[src/rtl/mem_arb_pkg.sv]
// Shared types and default sizing for the two-requester memory port arbiter.
package mem_arb_pkg;
  localparam int DEF_WIDTH      = 64;
  localparam int DEF_AW         = 64;
  localparam int DEF_STARVE_MAX = 4;

  typedef enum logic [1:0] {IDLE, BUSY_IF, BUSY_D, RESP} arb_state_e;
  typedef enum logic {OWN_IF = 1'b0, OWN_D = 1'b1} owner_e;
endpackage

[src/rtl/mem_port_arbiter_if.sv]
// Requester and memory-side signals of the arbiter; slave = arbiter view, master = environment view.
interface mem_port_arbiter_if #(
  parameter int WIDTH = mem_arb_pkg::DEF_WIDTH,
  parameter int AW    = mem_arb_pkg::DEF_AW
);
  logic             if_req;
  logic [AW-1:0]    if_addr;
  logic             if_gnt;
  logic             if_rvalid;
  logic [WIDTH-1:0] if_rdata;
  logic             d_req;
  logic             d_we;
  logic [AW-1:0]    d_addr;
  logic [WIDTH-1:0] d_wdata;
  logic             d_gnt;
  logic             d_rvalid;
  logic [WIDTH-1:0] d_rdata;
  logic             mem_req;
  logic             mem_we;
  logic [AW-1:0]    mem_addr;
  logic [WIDTH-1:0] mem_wdata;
  logic             mem_ready;
  logic [WIDTH-1:0] mem_rdata;

  modport slave (
    input  if_req, if_addr, d_req, d_we, d_addr, d_wdata, mem_ready, mem_rdata,
    output if_gnt, if_rvalid, if_rdata, d_gnt, d_rvalid, d_rdata,
           mem_req, mem_we, mem_addr, mem_wdata
  );
  modport master (
    output if_req, if_addr, d_req, d_we, d_addr, d_wdata, mem_ready, mem_rdata,
    input  if_gnt, if_rvalid, if_rdata, d_gnt, d_rvalid, d_rdata,
           mem_req, mem_we, mem_addr, mem_wdata
  );
endinterface

[src/rtl/mux2.sv]
// Two-input bus selector.
module mux2 #(
  parameter int W = 64
) (
  input  logic         sel,
  input  logic [W-1:0] a0,
  input  logic [W-1:0] a1,
  output logic [W-1:0] y
);
  assign y = sel ? a1 : a0;
endmodule

[src/rtl/mem_port_arbiter.sv]
// Arbitrates a fetch and a data requester onto one memory port, data first,
// with a starvation bound that forces a pending fetch through.
module mem_port_arbiter
  import mem_arb_pkg::*;
#(
  parameter int WIDTH      = DEF_WIDTH,
  parameter int AW         = DEF_AW,
  parameter int STARVE_MAX = DEF_STARVE_MAX
) (
  input  logic           clk,
  input  logic           rst_n,
  mem_port_arbiter_if.slave bus
);
  localparam int CW = $clog2(STARVE_MAX + 1);

  arb_state_e       state_q, state_d;
  owner_e           owner_q;
  logic [CW-1:0]    starve_q;
  logic [AW-1:0]    if_addr_q, d_addr_q;
  logic [WIDTH-1:0] d_wdata_q, rdata_q;
  logic             we_q;
  logic             idle, busy, starved, d_win, if_win;

  assign idle    = (state_q == IDLE);
  assign busy    = (state_q == BUSY_IF) || (state_q == BUSY_D);
  assign starved = bus.if_req && (starve_q == CW'(STARVE_MAX));
  assign d_win   = idle && bus.d_req && !starved;
  assign if_win  = idle && bus.if_req && !d_win;

  always_ff @(posedge clk or negedge rst_n) begin
    if (!rst_n) state_q <= IDLE;
    else        state_q <= state_d;
  end

  // Grants are gated by rst_n so they drop immediately while reset is held.
  always_comb begin
    state_d       = state_q;
    bus.if_gnt    = if_win && rst_n;
    bus.d_gnt     = d_win && rst_n;
    bus.if_rvalid = (state_q == RESP) && (owner_q == OWN_IF);
    bus.d_rvalid  = (state_q == RESP) && (owner_q == OWN_D);
    bus.mem_req   = busy;
    bus.mem_we    = (state_q == BUSY_D) && we_q;
    unique case (state_q)
      IDLE:            if (d_win) state_d = BUSY_D;
                       else if (if_win) state_d = BUSY_IF;
      BUSY_IF, BUSY_D: if (bus.mem_ready) state_d = RESP;
      RESP:            state_d = IDLE;
      default:         state_d = IDLE;
    endcase
  end

  always_ff @(posedge clk or negedge rst_n) begin
    if (!rst_n) begin
      owner_q   <= OWN_IF;
      starve_q  <= '0;
      if_addr_q <= '0;
      d_addr_q  <= '0;
      d_wdata_q <= '0;
      we_q      <= 1'b0;
      rdata_q   <= '0;
    end else begin
      if (d_win) begin
        owner_q   <= OWN_D;
        d_addr_q  <= bus.d_addr;
        d_wdata_q <= bus.d_wdata;
        we_q      <= bus.d_we;
        if (!bus.if_req)                        starve_q <= '0;
        else if (starve_q != CW'(STARVE_MAX))   starve_q <= starve_q + CW'(1);
      end else if (if_win) begin
        owner_q   <= OWN_IF;
        if_addr_q <= bus.if_addr;
        we_q      <= 1'b0;
        starve_q  <= '0;
      end
      if (busy && bus.mem_ready) rdata_q <= bus.mem_rdata;
    end
  end

  mux2 #(.W(AW)) u_addr_mux (
    .sel(owner_q == OWN_D), .a0(if_addr_q), .a1(d_addr_q), .y(bus.mem_addr)
  );
  mux2 #(.W(WIDTH)) u_wdata_mux (
    .sel(owner_q == OWN_D), .a0('0), .a1(d_wdata_q), .y(bus.mem_wdata)
  );

  assign bus.if_rdata = rdata_q;
  assign bus.d_rdata  = rdata_q;
endmodule
[src/flat_wrapper.sv]
// flat-port wrapper written by rule: the top's interface ports become plain ports
module mem_port_arbiter_flat import mem_arb_pkg::*;
#(
  parameter int WIDTH      = DEF_WIDTH,
  parameter int AW         = DEF_AW,
  parameter int STARVE_MAX = DEF_STARVE_MAX
)
  (clk, rst_n, bus_if_req, bus_if_addr, bus_d_req, bus_d_we, bus_d_addr, bus_d_wdata, bus_mem_ready, bus_mem_rdata, bus_if_gnt, bus_if_rvalid, bus_if_rdata, bus_d_gnt, bus_d_rvalid, bus_d_rdata, bus_mem_req, bus_mem_we, bus_mem_addr, bus_mem_wdata);
  mem_port_arbiter_if #(.WIDTH(WIDTH), .AW(AW)) bus_i ();
  input  logic clk;
  input  logic rst_n;
  input wire logic [$bits(bus_i.if_req)-1:0] bus_if_req;
  input wire logic [$bits(bus_i.if_addr)-1:0] bus_if_addr;
  input wire logic [$bits(bus_i.d_req)-1:0] bus_d_req;
  input wire logic [$bits(bus_i.d_we)-1:0] bus_d_we;
  input wire logic [$bits(bus_i.d_addr)-1:0] bus_d_addr;
  input wire logic [$bits(bus_i.d_wdata)-1:0] bus_d_wdata;
  input wire logic [$bits(bus_i.mem_ready)-1:0] bus_mem_ready;
  input wire logic [$bits(bus_i.mem_rdata)-1:0] bus_mem_rdata;
  output wire logic [$bits(bus_i.if_gnt)-1:0] bus_if_gnt;
  output wire logic [$bits(bus_i.if_rvalid)-1:0] bus_if_rvalid;
  output wire logic [$bits(bus_i.if_rdata)-1:0] bus_if_rdata;
  output wire logic [$bits(bus_i.d_gnt)-1:0] bus_d_gnt;
  output wire logic [$bits(bus_i.d_rvalid)-1:0] bus_d_rvalid;
  output wire logic [$bits(bus_i.d_rdata)-1:0] bus_d_rdata;
  output wire logic [$bits(bus_i.mem_req)-1:0] bus_mem_req;
  output wire logic [$bits(bus_i.mem_we)-1:0] bus_mem_we;
  output wire logic [$bits(bus_i.mem_addr)-1:0] bus_mem_addr;
  output wire logic [$bits(bus_i.mem_wdata)-1:0] bus_mem_wdata;
  assign bus_i.if_req = bus_if_req;
  assign bus_i.if_addr = bus_if_addr;
  assign bus_i.d_req = bus_d_req;
  assign bus_i.d_we = bus_d_we;
  assign bus_i.d_addr = bus_d_addr;
  assign bus_i.d_wdata = bus_d_wdata;
  assign bus_i.mem_ready = bus_mem_ready;
  assign bus_i.mem_rdata = bus_mem_rdata;
  assign bus_if_gnt = bus_i.if_gnt;
  assign bus_if_rvalid = bus_i.if_rvalid;
  assign bus_if_rdata = bus_i.if_rdata;
  assign bus_d_gnt = bus_i.d_gnt;
  assign bus_d_rvalid = bus_i.d_rvalid;
  assign bus_d_rdata = bus_i.d_rdata;
  assign bus_mem_req = bus_i.mem_req;
  assign bus_mem_we = bus_i.mem_we;
  assign bus_mem_addr = bus_i.mem_addr;
  assign bus_mem_wdata = bus_i.mem_wdata;
  mem_port_arbiter #(.WIDTH(WIDTH), .AW(AW), .STARVE_MAX(STARVE_MAX)) u_core (.clk(clk), .rst_n(rst_n), .bus(bus_i));
endmodule
[config.mk]
export PLATFORM = sky130hd
export DESIGN_NAME = mem_port_arbiter_flat
export DESIGN_NICKNAME = d
export VERILOG_FILES = /design/src/rtl/mem_arb_pkg.sv /design/src/rtl/mem_port_arbiter_if.sv /design/src/rtl/mux2.sv /design/src/rtl/mem_port_arbiter.sv /design/src/flat_wrapper.sv
export SDC_FILE = /design/constraint.sdc
export NUM_CORES = 1
export LEC_CHECK = 0
export BUFFER_PORTS_ARGS = -buffer_cell sky130_fd_sc_hd__buf_2
export CORE_AREA = 2 2 203 205
export CTS_CLUSTER_SIZE = 14
export DETAILED_ROUTE_END_ITERATION = 7
export DIE_AREA = 0 0 205 207
export PLACE_DENSITY = 0.53
export SYNTH_ARGS = -nofsm -noshare
export SYNTH_HDL_FRONTEND = slang
export SYNTH_SLANG_ARGS = --single-unit
export TNS_END_PERCENT = 1
[constraint.sdc]
create_clock -name clk -period 2.4 [get_ports clk]
set_clock_uncertainty 0.15 [all_clocks]
set_input_delay 0.36 -clock clk [delete_from_list [all_inputs] [get_ports clk]]
set_output_delay 0.36 -clock clk [all_outputs]
set_load 0.005 [all_outputs]
# After elaboration in Yosys (flattened, before gate mapping)
# Cells that the tools add are included.
[word_totals]
input_bits = 262
elab_cells = 52
register_bits = 263
output_inout_bits = 262
[classes]
n_reduce_logical = 20
n_addsub = 1
bitwise_logic = 2
n_eq_ne = 8
muxes = 13
[op_table]
columns = ["operator", "count"]
rows = [
  ["$mux 64", 2],
  ["$mux 3", 4],
  ["$logic_and 1x1->1", 11],
  ["$ne 3x3->1 const B", 3],
  ["$mux 2", 3],
  ["$pmux 2 s3", 1],
  ["$reduce_and 2->1", 3],
  ["$eq 2x2->1 const B", 2],
  ["$add 3x1->3 const B", 1],
  ["$eq 3x3->1 const B", 1],
  ["$mux 1", 3],
  ["$eq 2x1->1 const B", 1],
  ["$logic_not 1->1", 2],
  ["$logic_not 2->1", 1],
  ["$ne 2x2->1 const B", 1],
  ["$not 1->1", 2],
  ["$reduce_bool 2->1", 1],
  ["$reduce_or 2->1", 1],
  ["$logic_or 1x1->1", 1],
]

# Longest topological paths before layout
# Gate-level depths: netlist of the first run.
[depth]
depth_word = 9
ltp_mapped = 8
depth_no_buf = 5

# Cells and area by module
# Synthesis of the first run repeated with hierarchy kept, for this count alone.
[hier_totals]
hier_cells = 793
hier_area_um2 = 12776.0
[modules_own_cells]
columns = ["module", "cells_per_inst", "area_per_inst_um2", "seq_area_each_um2", "n_inst"]
rows = [
  ["mem_port_arbiter", 651, 10621.4, 6581.3, 1],
  ["mux2", 71, 1077.3, 0.0, 2],
]

# Worst setup path before layout of the first run
# Ideal clock, no wire load.
[synth_timing]
path_type = "register -> register"
start = "reg u_core.state_q[0]"
end = "reg u_core.rdata_q[0], in the netlist u_core.bus.d_rdata[0]"
setup_ns = 0.125
n_path_buf = 1
period_less_slack_ns = 1.971
arrival_ns = 1.696
stages_incl_launch_ff = 6
slack_ns = 0.429
required_time_ns = 2.125
cell_sequence = "dfrtp_1 inv_1 ha_1 nand2_1 clkbuf_1 mux2_2"
[synth_via]
elab_chain_len = 3
elab_cells_between_ends = 4
cone_classes = "eq/ne: 2; reduce/logical: 2"
[synth_rtl]
columns = ["element", "line", "rtl"]
rows = [
  ["from (decl)", "mem_port_arbiter.sv:16", "arb_state_e state_q, state_d;"],
  ["from (signal assigned)", "mem_port_arbiter.sv:32", "else state_q <= state_d;"],
  ["$eq 2x1->1 / $eq 2x2->1 (equally long branches)", "mem_port_arbiter.sv:25", "assign busy = (state_q == BUSY_IF) || (state_q == BUSY_D);"],
  ["$logic_or 1x1->1 (*)", "mem_port_arbiter.sv:25", ""],
  ["net bus_mem_req", "flat_wrapper.sv:26", "output wire logic [$bits(bus_i.mem_req)-1:0] bus_mem_req;"],
  ["$logic_and 1x1->1 (*)", "mem_port_arbiter.sv:76", "if (busy && bus.mem_ready) rdata_q <= bus.mem_rdata;"],
  ["to (signal assigned)", "mem_port_arbiter.sv:76", ""],
  ["to (decl)", "mem_port_arbiter.sv:20", "logic [WIDTH-1:0] d_wdata_q, rdata_q;"],
]
# The timed path passes the listed nets; every way through them passes the cells marked *.
# A chain may end at the register's enable or synchronous reset.

# Final worst setup path of the first run
[layout_timing]
start = "reg u_core.owner_q"
end = "out bus_mem_addr[53]"
[layout_via]
elab_chain_len = 1
[layout_rtl]
columns = ["element", "line", "rtl"]
rows = [
  ["from (decl)", "mem_port_arbiter.sv:17", "owner_e owner_q;"],
  ["from (signal assigned)", "mem_port_arbiter.sv:55", "owner_q <= OWN_IF;"],
  ["from (signal assigned)", "mem_port_arbiter.sv:64", "owner_q <= OWN_D;"],
  ["from (signal assigned)", "mem_port_arbiter.sv:71", "owner_q <= OWN_IF;"],
  ["$mux 64", "mux2.sv:10", "assign y = sel ? a1 : a0;"],
  ["to (decl)", "flat_wrapper.sv:28", "output wire logic [$bits(bus_i.mem_addr)-1:0] bus_mem_addr;"],
]
# No other way between the ends.

==> results of run 1 <==
[worst max-delay path, delay by kind of cell, from the launching register on]
family	cells	cell delay [ps]
buffers and inverters	3	450
multiplexers	1	320
flip-flops	1	490
[worst min path at each step]
stage | cells past startpoint | slack [ps] | endpoint | startpoint
final | 2 | 80 | u_core.d_addr_q[62]$_DFFE_PN0P_ | rst_n
after detailed placement | 1 | 70 | u_core.d_addr_q[33]$_DFFE_PN0P_ | rst_n
after global routing | 2 | 70 | u_core.d_addr_q[62]$_DFFE_PN0P_ | rst_n
after floorplan | 0 | -90 | u_core.bus.d_rdata[0]$_DFFE_PN0P_ | rst_n
after global placement | 1 | 70 | u_core.d_addr_q[33]$_DFFE_PN0P_ | rst_n
after CTS | 2 | 50 | u_core.d_addr_q[62]$_DFFE_PN0P_ | rst_n
[report_power, final]
group	internal, mW	switching [mW]	total, mW
sequential	6.73	1.32	8.04
combinational	6.34	4.01	10.4
clock	2.52	1.82	4.35
total	15.6	7.15	22.7
[cells by family after synthesis]
| group | share of synthesized area |
|---|---|
| AOI/OAI and AO/OA | 0.00589 |
| adders and majority gates | 0.00631 |
| buffers and inverters | 0.0661 |
| DFF | 0.553 |
| muxes | 0.326 |
| and+or+nand+nor | 0.0425 |
[Yosys cell counts]
| cell type | instances |
|---|---|
| nand3b_1 | 1 |
| buf_2 | 10 |
| nand3_2 | 1 |
| and2_1 | 69 |
| and3_1 | 2 |
| buf_6 | 2 |
| o2bb2ai_1 | 1 |
| ha_1 | 6 |
| mux2i_1 | 3 |
| buf_1 | 4 |
| clkbuf_1 | 15 |
| inv_1 | 5 |
| nor2b_1 | 3 |
| buf_4 | 69 |
| nand2b_1 | 1 |
| nand2_1 | 4 |
| a31o_2 | 1 |
| dfrtp_1 | 263 |
| a32o_1 | 2 |
| mux2_2 | 255 |
| mux2_4 | 65 |
| a21o_1 | 1 |
| nor2_1 | 1 |
| o21ai_0 | 2 |
| a21oi_1 | 3 |
| buf_8 | 7 |
[layout by cell type, fill, tap and decap left out, types with 2 or more instances in the layout]
cell / netlist / final
inv_2: 0 / 4
ha_1: 6 / 4
bufbuf_16: 0 / 2
buf_12: 0 / 12
mux2_2: 255 / 254
o21ai_0: 2 / 2
mux2_4: 65 / 66
ha_4: 0 / 2
nand2_2: 0 / 2
and2_1: 69 / 69
clkbuf_1: 15 / 6
a21oi_1: 3 / 2
buf_4: 69 / 35
buf_6: 2 / 3
clkbuf_16: 0 / 29
dlygate4sd3_1: 0 / 261
nand2_1: 4 / 2
buf_2: 10 / 522
a32o_1: 2 / 2
mux2i_1: 3 / 3
clkbuf_8: 0 / 7
nor2b_1: 3 / 3
diode_2: 0 / 2
clkinv_2: 0 / 3
dfrtp_1: 263 / 262
clkinvlp_4: 0 / 2
[sequential cells by signal (all words and copies together), names as in the netlist]
register            cells
u_core.bus.d_rdata     64
u_core.d_addr_q        64
u_core.d_wdata_q       64
u_core.if_addr_q       64
u_core.owner_q          1
u_core.starve_q         3
u_core.state_q          2
u_core.we_q             1
[stage by stage]
step	area [um^2]	std cells	hold slack (ps)
final	18600	2108	81.7
after floorplan	11900	796	-85.6
after CTS	18600	2100	53.0
after detailed placement	14900	1778	72.3
after global routing	18600	2108	73.6
after global placement	14900	1778	71.8
[what timing repair did]
action	CTS	global route
endpoints found under the setup margin	63	54
gates cloned	2	0
buffers inserted	10	7
pin swaps	2	2
hold buffers	261	0
endpoints found under the hold margin	486	0
gates resized for setup	11	5
[metal layers]
layer | part of all wire | wire length (um) | global-route usage | up-vias
met5 | 0 | 0 | 0 | -
met4 | 0.029 | 1090 | 0.0568 | 0
met3 | 0.076 | 2830 | 0.0442 | 60
met2 | 0.50 | 18400 | 0.303 | 353
met1 | 0.40 | 14700 | 0.198 | 4384
li1 | - | - | - | 4215
[area by class of cell]
cell class              count  area share
flip-flops and latches    263       0.354
repair buffers            836       0.314
multi-input cells         421       0.246
clock buffers              42      0.0454
well taps                 532      0.0358
clock inverters             7     0.00370
inverters                   5     0.00101
diodes                      2    0.000269
==> results.toml, run 1 <==
[clocking]
htreeDepth = 1
path_clk_slew_ps = 60
cts.sinks = 263
cts_tree = "built"
cts_root_buf = "clkbuf_16"
clk_path_buf_depth = 3
worstSkewPairLatency_ps = 560
cts_made_buffers = 29

[finish]
regArea_um2 = 6590
area_growth_pct = 56.5
final_util = 0.461
num-fill-cells = 3670
drive_gt1_frac = 0.604
multi_input_area_um2 = 4590
fin_nets = 1824

[sta]
period_share = 0.977
worst-slew-pin-transition_ps = 702
fmax_ghz = 0.426
finalSetupViolCount = 0
max_slew_margin = 0.532
worst_slack_ps = 55.1
finalCriticalPeriod_ps = 2340
final_hold_viol_count = 0
rsz0062_at_grt = "true"
slew_violations = 0
tns_ps = 0

[pwr]
leakagePower_nw = 8.93
ir_drop_mv = 0.699
powerDensity_nw_per_um2 = 1220
p_total_mw = 22.7

[setup_path]
path_cells = "buf_4 -> buf_12 -> mux2_4 -> buf_2"
slowest_delay_ps = 490
critPathLaunchType = "register"
worst_path_max_delay_cell = "dfrtp_4"
critPathRequiredTime_ps = 1890
critical_path_class = "reg2out"
r2r_start = "u_core.state_q[1]$_DFFE_PN0P_"
r2r_cells = 8
cp-end-kind = "output port"
arrival_ps = 1830
worstPathMaxFanout = 18
rr_endpoint = "u_core.if_addr_q[32]$_DFFE_PN0P_"
r2r_setup_slack_ps = 260
endpoint = "bus_mem_addr[53]"
critPathLaunch = "u_core.owner_q$_DFFE_PN0P_"

[grt]
antenna_found_initial = 2
grt_max_degree = 107
first_global_vias = 9952
grt.overflow.total = 0
track_usage = 0.170
grt_pass1_wl_mm = 56.8

[synthesis]
synth_top_area_share = 0.553
ys_ff_latch = 263
syn_area_um2 = 11900
yosys_warnings = 0
yosysUniqueCellTypes = 26
syn_inst = 796
yosysSeqAreaShare = 0.553
synth_top_area_cell = "dfrtp_1"
syn_area_per_cell_um2 = 14.9
synth_area_leaders = "dfrtp_1, mux2_2, mux2_4, buf_4, and2_1"
syn_nets = 1064

[detailed_routing]
wire_per_inst_um = 17.6
drt_iter0_drc = 332
drc = 0
antenna_left = 0
first_pass_iters = 4
viasPerCell = 4.28
drt_wl_total_mm = 37.1
num_vias = 9012

[floorplanning]
die_w_um = 205
die_h_um = 207
design.die.area_um2 = 42400
initial_utilization = 0.295
core_area_um2 = 40400
row_count = 74
ios = 524

[placement]
place.gp.congestion = 0.837
numPortBuffers = 523
dp_hpwl_mm = 25.6
place_ws_ps = 265

[job]
maxCapViolCount = 0

[hold_path]
hp-class = "in2async"

[outcome]
status = "finished, final reports clean"
(Power assumes the default switching activity.)
==> inputs of run 2 (changes only) <==
==> constraint.sdc (replaced) <==
create_clock -name clk -period 2.4 [get_ports clk]
set_clock_uncertainty 0.15 [all_clocks]
set_input_delay 0.36 -clock clk [delete_from_list [all_inputs] [get_ports clk]]
set_output_delay 0.36 -clock clk [all_outputs]
set_load 0.05 [all_outputs]
==> results.toml, run 2 (synthesis results as in run 1) <==
[detailed_routing]
num_vias = 8993
wire_per_inst_um = 17.8
viasPerCell = 4.27
drt_iter0_drc = 266
antenna_left = 0
first_pass_iters = 4
drc = 0
drt_wl_total_mm = 37.6

[setup_path]
r2r_start = "u_core.starve_q[0]$_DFFE_PN0P_"
critPathLaunchType = "register"
crit_family = "flip-flops"
slowest_delay_ps = 550
critical_path_class = "reg2out"
cp-end-kind = "output port"
crit_buf_inv = 3
worst_path_max_delay_cell = "dfrtp_4"
arrival_ps = 1900
path_cells = "buf_12 -> clkbuf_16 -> mux2_2 -> buf_6"
r2r_cells = 7
critPathRequiredTime_ps = 1890
worstPathMaxFanout = 8
critPathLaunch = "u_core.owner_q$_DFFE_PN0P_"
rr_endpoint = "u_core.d_addr_q[42]$_DFFE_PN0P_"
r2r_setup_slack_ps = 310

[finish]
area_growth_pct = 61.9
final_util = 0.477
drive_gt1_frac = 0.604
fin_nets = 1820
layout_common_cells = "buf_2, dfrtp_1, dlygate4sd3_1, mux2_2, buf_6"
final_common_cell = "buf_2"
num-fill-cells = 3564

[grt]
grt.overflow.total = 0
first_global_vias = 9840
track_usage = 0.171
antenna_found_initial = 3
grt_max_degree = 162
grt_pass1_wl_mm = 57.1

[clocking]
cts_root_buf = "clkbuf_16"
cts.sinks = 263
clk_path_buf_depth = 3
path_clk_slew_ps = 60
worstSkewPairLatency_ps = 560
cts_tree = "built"
htreeDepth = 1
cts_made_buffers = 31

[hold_path]
min_delay_worst_endpoint = "u_core.state_q[0]$_DFFE_PN0P_"
hold_depth = 4
hp-class = "in2reg"
min_from = "bus_mem_ready"

[sta]
fmax_ghz = 0.415
max_slew_margin = 0.203
finalCriticalPeriod_ps = 2410
slew_violations = 0
final_hold_viol_count = 0
rsz0062_at_grt = "true"
worst-slew-pin-transition_ps = 1190
worst_slack_ps = -6.89
finalSetupViolCount = 9
period_share = 1.00

[floorplanning]
ios = 524
core_area_um2 = 40400
design.die.area_um2 = 42400
initial_utilization = 0.295
die_w_um = 205
row_count = 74
die_h_um = 207

[job]
maxCapViolCount = 0

[placement]
place.gp.congestion = 0.811
dp_hpwl_mm = 25.4
place_ws_ps = 269
numPortBuffers = 523

[outcome]
status = "complete, but fails checks"
failed_checks = "negative setup slack"
run 2: cell types whose count changed in the layout (fill, tap and decap cells not counted), sizes merged:
cell	delta
dlygate4sd3	-1
clkbuf	+18
clkinv	+1
buf	-20
bufbuf	-2
clkinvlp	-1
bufinv	+4
diode	+1
run 2: worst min-delay path: stages:
cell and delay (ps):
buf_2 110, nor2b_1 100, a21oi_1 80, mux2i_1 120
run 2: worst max path at each step:
stage                                      end  depth (start not counted)
2_1_floorplan                       bus_if_gnt                          7
3_3_place_gp                         bus_d_gnt                          5
3_5_place_dp   u_core.d_addr_q[23]$_DFFE_PN0P_                          5
4_1_cts                       bus_mem_addr[63]                          3
5_1_grt                       bus_mem_addr[19]                          4
6_report                      bus_mem_addr[50]                          4
run 2: stage by stage:
| stage | std cells | instance area (um^2) | hold slack [ps] | TNS, ps |
|---|---|---|---|---|
| after floorplan | 796 | 11900 | -85.6 | 0 |
| after global placement | 1782 | 14900 | 334 | 0 |
| after detailed placement | 1782 | 14900 | 335 | 0 |
| after CTS | 2104 | 19000 | 62.7 | -1590 |
| after global routing | 2108 | 19300 | 96.9 | -2210 |
| final | 2108 | 19300 | 93.3 | -36.7 |
run 2: area by class of cell:
| type | instances | area, um^2 | share of cell area |
|---|---|---|---|
| Sequential cell | 263 | 6590 | 0.342 |
| Timing Repair Buffer | 830 | 6350 | 0.330 |
| Multi-Input combinational cell | 421 | 4560 | 0.237 |
| Clock buffer | 43 | 891 | 0.0462 |
| Tap cell | 532 | 666 | 0.0346 |
| Clock inverter | 11 | 183 | 0.00948 |
| Inverter | 5 | 18.8 | 0.000974 |
| Antenna cell | 3 | 7.51 | 0.000390 |
run 2: layer usage:
metal	vias to the layer above	part of all wire	global-route usage
met3	57	0.075	0.0447
met2	341	0.50	0.302
met1	4389	0.40	0.200
li1	4206	-	-
met5	-	0	0
met4	0	0.029	0.0581
run 2: what timing repair did:
| item | in CTS | in global routing |
|---|---|---|
| setup buffers | 7 | 0 |
| endpoints found under the setup margin | 112 | 99 |
| cloned | 1 | 1 |
| endpoints found under the hold margin | 523 | 0 |
| gates resized for setup | 114 | 70 |
| pin swaps | 1 | 0 |
| hold buffers | 260 | 0 |
Power of run 2 is not shown: default switching activity piles up to over one toggle a cycle in this logic, so the estimate is an artifact.
==> inputs of run 3 (changes only) <==
Settings changed: CORE_AREA 2 2 203 205 to 2 2 202 204, DIE_AREA 0 0 205 207 to 0 0 204 206, PLACE_DENSITY 0.53 to 0.56, SYNTH_HIERARCHICAL set to 1.
==> results.toml, run 3 <==
[sta]
timing.hold.ws_ps = 24.6
fmax_ghz = 0.414
finalSetupViolCount = 29
finalCriticalPeriod_ps = 2420
worst_slack_ps = -17.2
rsz0062_at_grt = "true"
final_hold_viol_count = 0
period_share = 1.01
tns_ps = -258
max_slew_margin = 0.524
slew_violations = 0
worst-slew-pin-transition_ps = 714

[job]
maxCapViolCount = 0

[clocking]
cts_root_buf = "clkbuf_16"
cts.sinks = 263
htreeDepth = 1
cts_tree = "built"
path_clk_slew_ps = 60
clk_path_buf_depth = 3
worstSkewPairLatency_ps = 560
cts_made_buffers = 30

[synthesis]
ys.flop_type = "dfrtp_1"
synthTopCellsByCount = "dfrtp_1, mux2_2, mux2_4"
synth-async-reset-ratio = 1.00
yosys_warnings = 6
synth_top_area_cell = "dfrtp_1"
yosysMostFrequentCell = "dfrtp_1"
syn_inst = 793
syn_area_per_cell_um2 = 16.1
ys_ff_latch = 263
yosysUniqueCellTypes = 29
synth_top_area_share = 0.515
synth-edff-count = 0
yosysSeqAreaShare = 0.515
synth_area_leaders = "dfrtp_1, mux2_4, mux2_2, buf_4, buf_12"
syn_area_um2 = 12800

[detailed_routing]
antenna_left = 0
drc = 0
drt_iter0_drc = 241
wire_per_inst_um = 17.8
first_pass_iters = 6
viasPerCell = 4.30
routed.top_layer = "met5"
met2_wirelength_mm = 20.0
drt_wl_total_mm = 38.6
met3_length_mm = 2.25
num_vias = 9325
wl_met1_mm = 15.6

[outcome]
status = "complete, but fails checks"
failed_checks = "negative setup slack"

[floorplanning]
die_w_um = 204
core_area_um2 = 40200
row_count = 74
die_h_um = 206
initial_utilization = 0.318
design.die.area_um2 = 42000
ios = 524

[placement]
place.gp.congestion = 0.790
place_ws_ps = 59.9
numPortBuffers = 523
dp_hpwl_mm = 26.2

[grt]
antenna_found_initial = 4
track_usage = 0.172
grt.overflow.total = 0
grt_max_degree = 90
first_global_vias = 10000
grt_pass1_wl_mm = 56.6

[finish]
final_common_cell = "buf_2"
fin_nets = 1879
area_growth_pct = 60.2
drive_gt1_frac = 0.623
layout_common_cells = "buf_2, dfrtp_1, dlygate4sd3_1, mux2_2, mux2_4"

[setup_path]
arrival_ps = 1910
worst_path_max_delay_cell = "dfrtp_4"
slowest_delay_ps = 530
path_cells = "buf_8 -> clkbuf_16 -> mux2_4 -> buf_6"
crit_family = "flip-flops"
crit_buf_inv = 3
critPathRequiredTime_ps = 1890
critical_path_class = "reg2out"
worstPathMaxFanout = 8
critPathLaunchType = "register"
cp-end-kind = "output port"

[hold_path]
hp-class = "in2reg"
## run 3: changes by cell type in the layout (fill, tap and decap cells not counted), sizes merged, moves of 2 or more
cell and change:
and2 -64, clkinv +3, clkbuf -15, conb +64, nor2b -2, nand2 +2, buf +16, bufinv -2
mux2 +64, mux2i -3, a21oi -2, and3 -2
## run 3: final cells by class
type	count	area (um^2)
inverter	5	18.8
tap	532	666
clock inverter	12	141
timing repair buffer	830	6650
clock buffer	43	871
antenna	3	7.51
multi-input combinational	482	5530
sequential	263	6590
fill	3393	19700
## run 3: cell families after synthesis
family	after synthesis	share of synthesized area
muxes	384	0.390
DFF	263	0.515
buffers and inverters	111	0.0753
and+or+nand+nor	16	0.00666
AOI/OAI and AO/OA	13	0.00813
adders and majority gates	5	0.00490
other	1	0.000294
## run 3: path summary, 6_finish.rpt
check | start | to | slack [ps] | depth (start not counted)
max | u_core/owner_q$_DFFE_PN0P_ | bus_mem_wdata[48] | -20 | 4
min | bus_d_req | u_core/starve_q[2]$_DFFE_PN0P_ | 20 | 2
max reg2reg | u_core/starve_q[0]$_DFFE_PN0P_ | u_core/if_addr_q[9]$_DFFE_PN0P_ | 320 | 7
min reg2reg | u_core/we_q$_DFFE_PN0P_ | u_core/we_q$_DFFE_PN0P_ | 350 | 1
max in group asynchronous | rst_n | u_core/if_addr_q[1]$_DFFE_PN0P_ | 1150 | 3
min in group asynchronous | rst_n | u_core/d_addr_q[30]$_DFFE_PN0P_ | 280 | 3
## run 3: worst register-to-register path, cell delays in order (launching register included)
cell     delay [ps]
dfrtp_1         400
inv_2            80
ha_4            140
nand2_4          70
a21oi_4         250
buf_4           250
buf_4           250
mux2_2          370
## run 3: stage by stage
stage,std cells,area [um^2],util
floorplan,856,13000,-
global placement,1836,15800,0.392
detailed placement,1836,15800,0.392
CTS,2159,20200,0.503
global route,2169,20500,0.509
finish,2170,20500,0.509
## run 3: repair_timing
item,in CTS,in global routing
setup endpoints to repair,123,125
buffers inserted,8,5
cloned,1,3
pin swaps,1,4
resized for setup,244,41
hold buffers,259,0
hold endpoints to repair,523,0
## run 3: metal layers
| metal | track usage | vias up |
|---|---|---|
| met5 | 0 | - |
| met4 | 0.0445 | 2 |
| li1 | - | 4321 |
| met1 | 0.208 | 4624 |
| met3 | 0.0319 | 47 |
| met2 | 0.316 | 331 |
Power of run 3 is left out for the same reason.
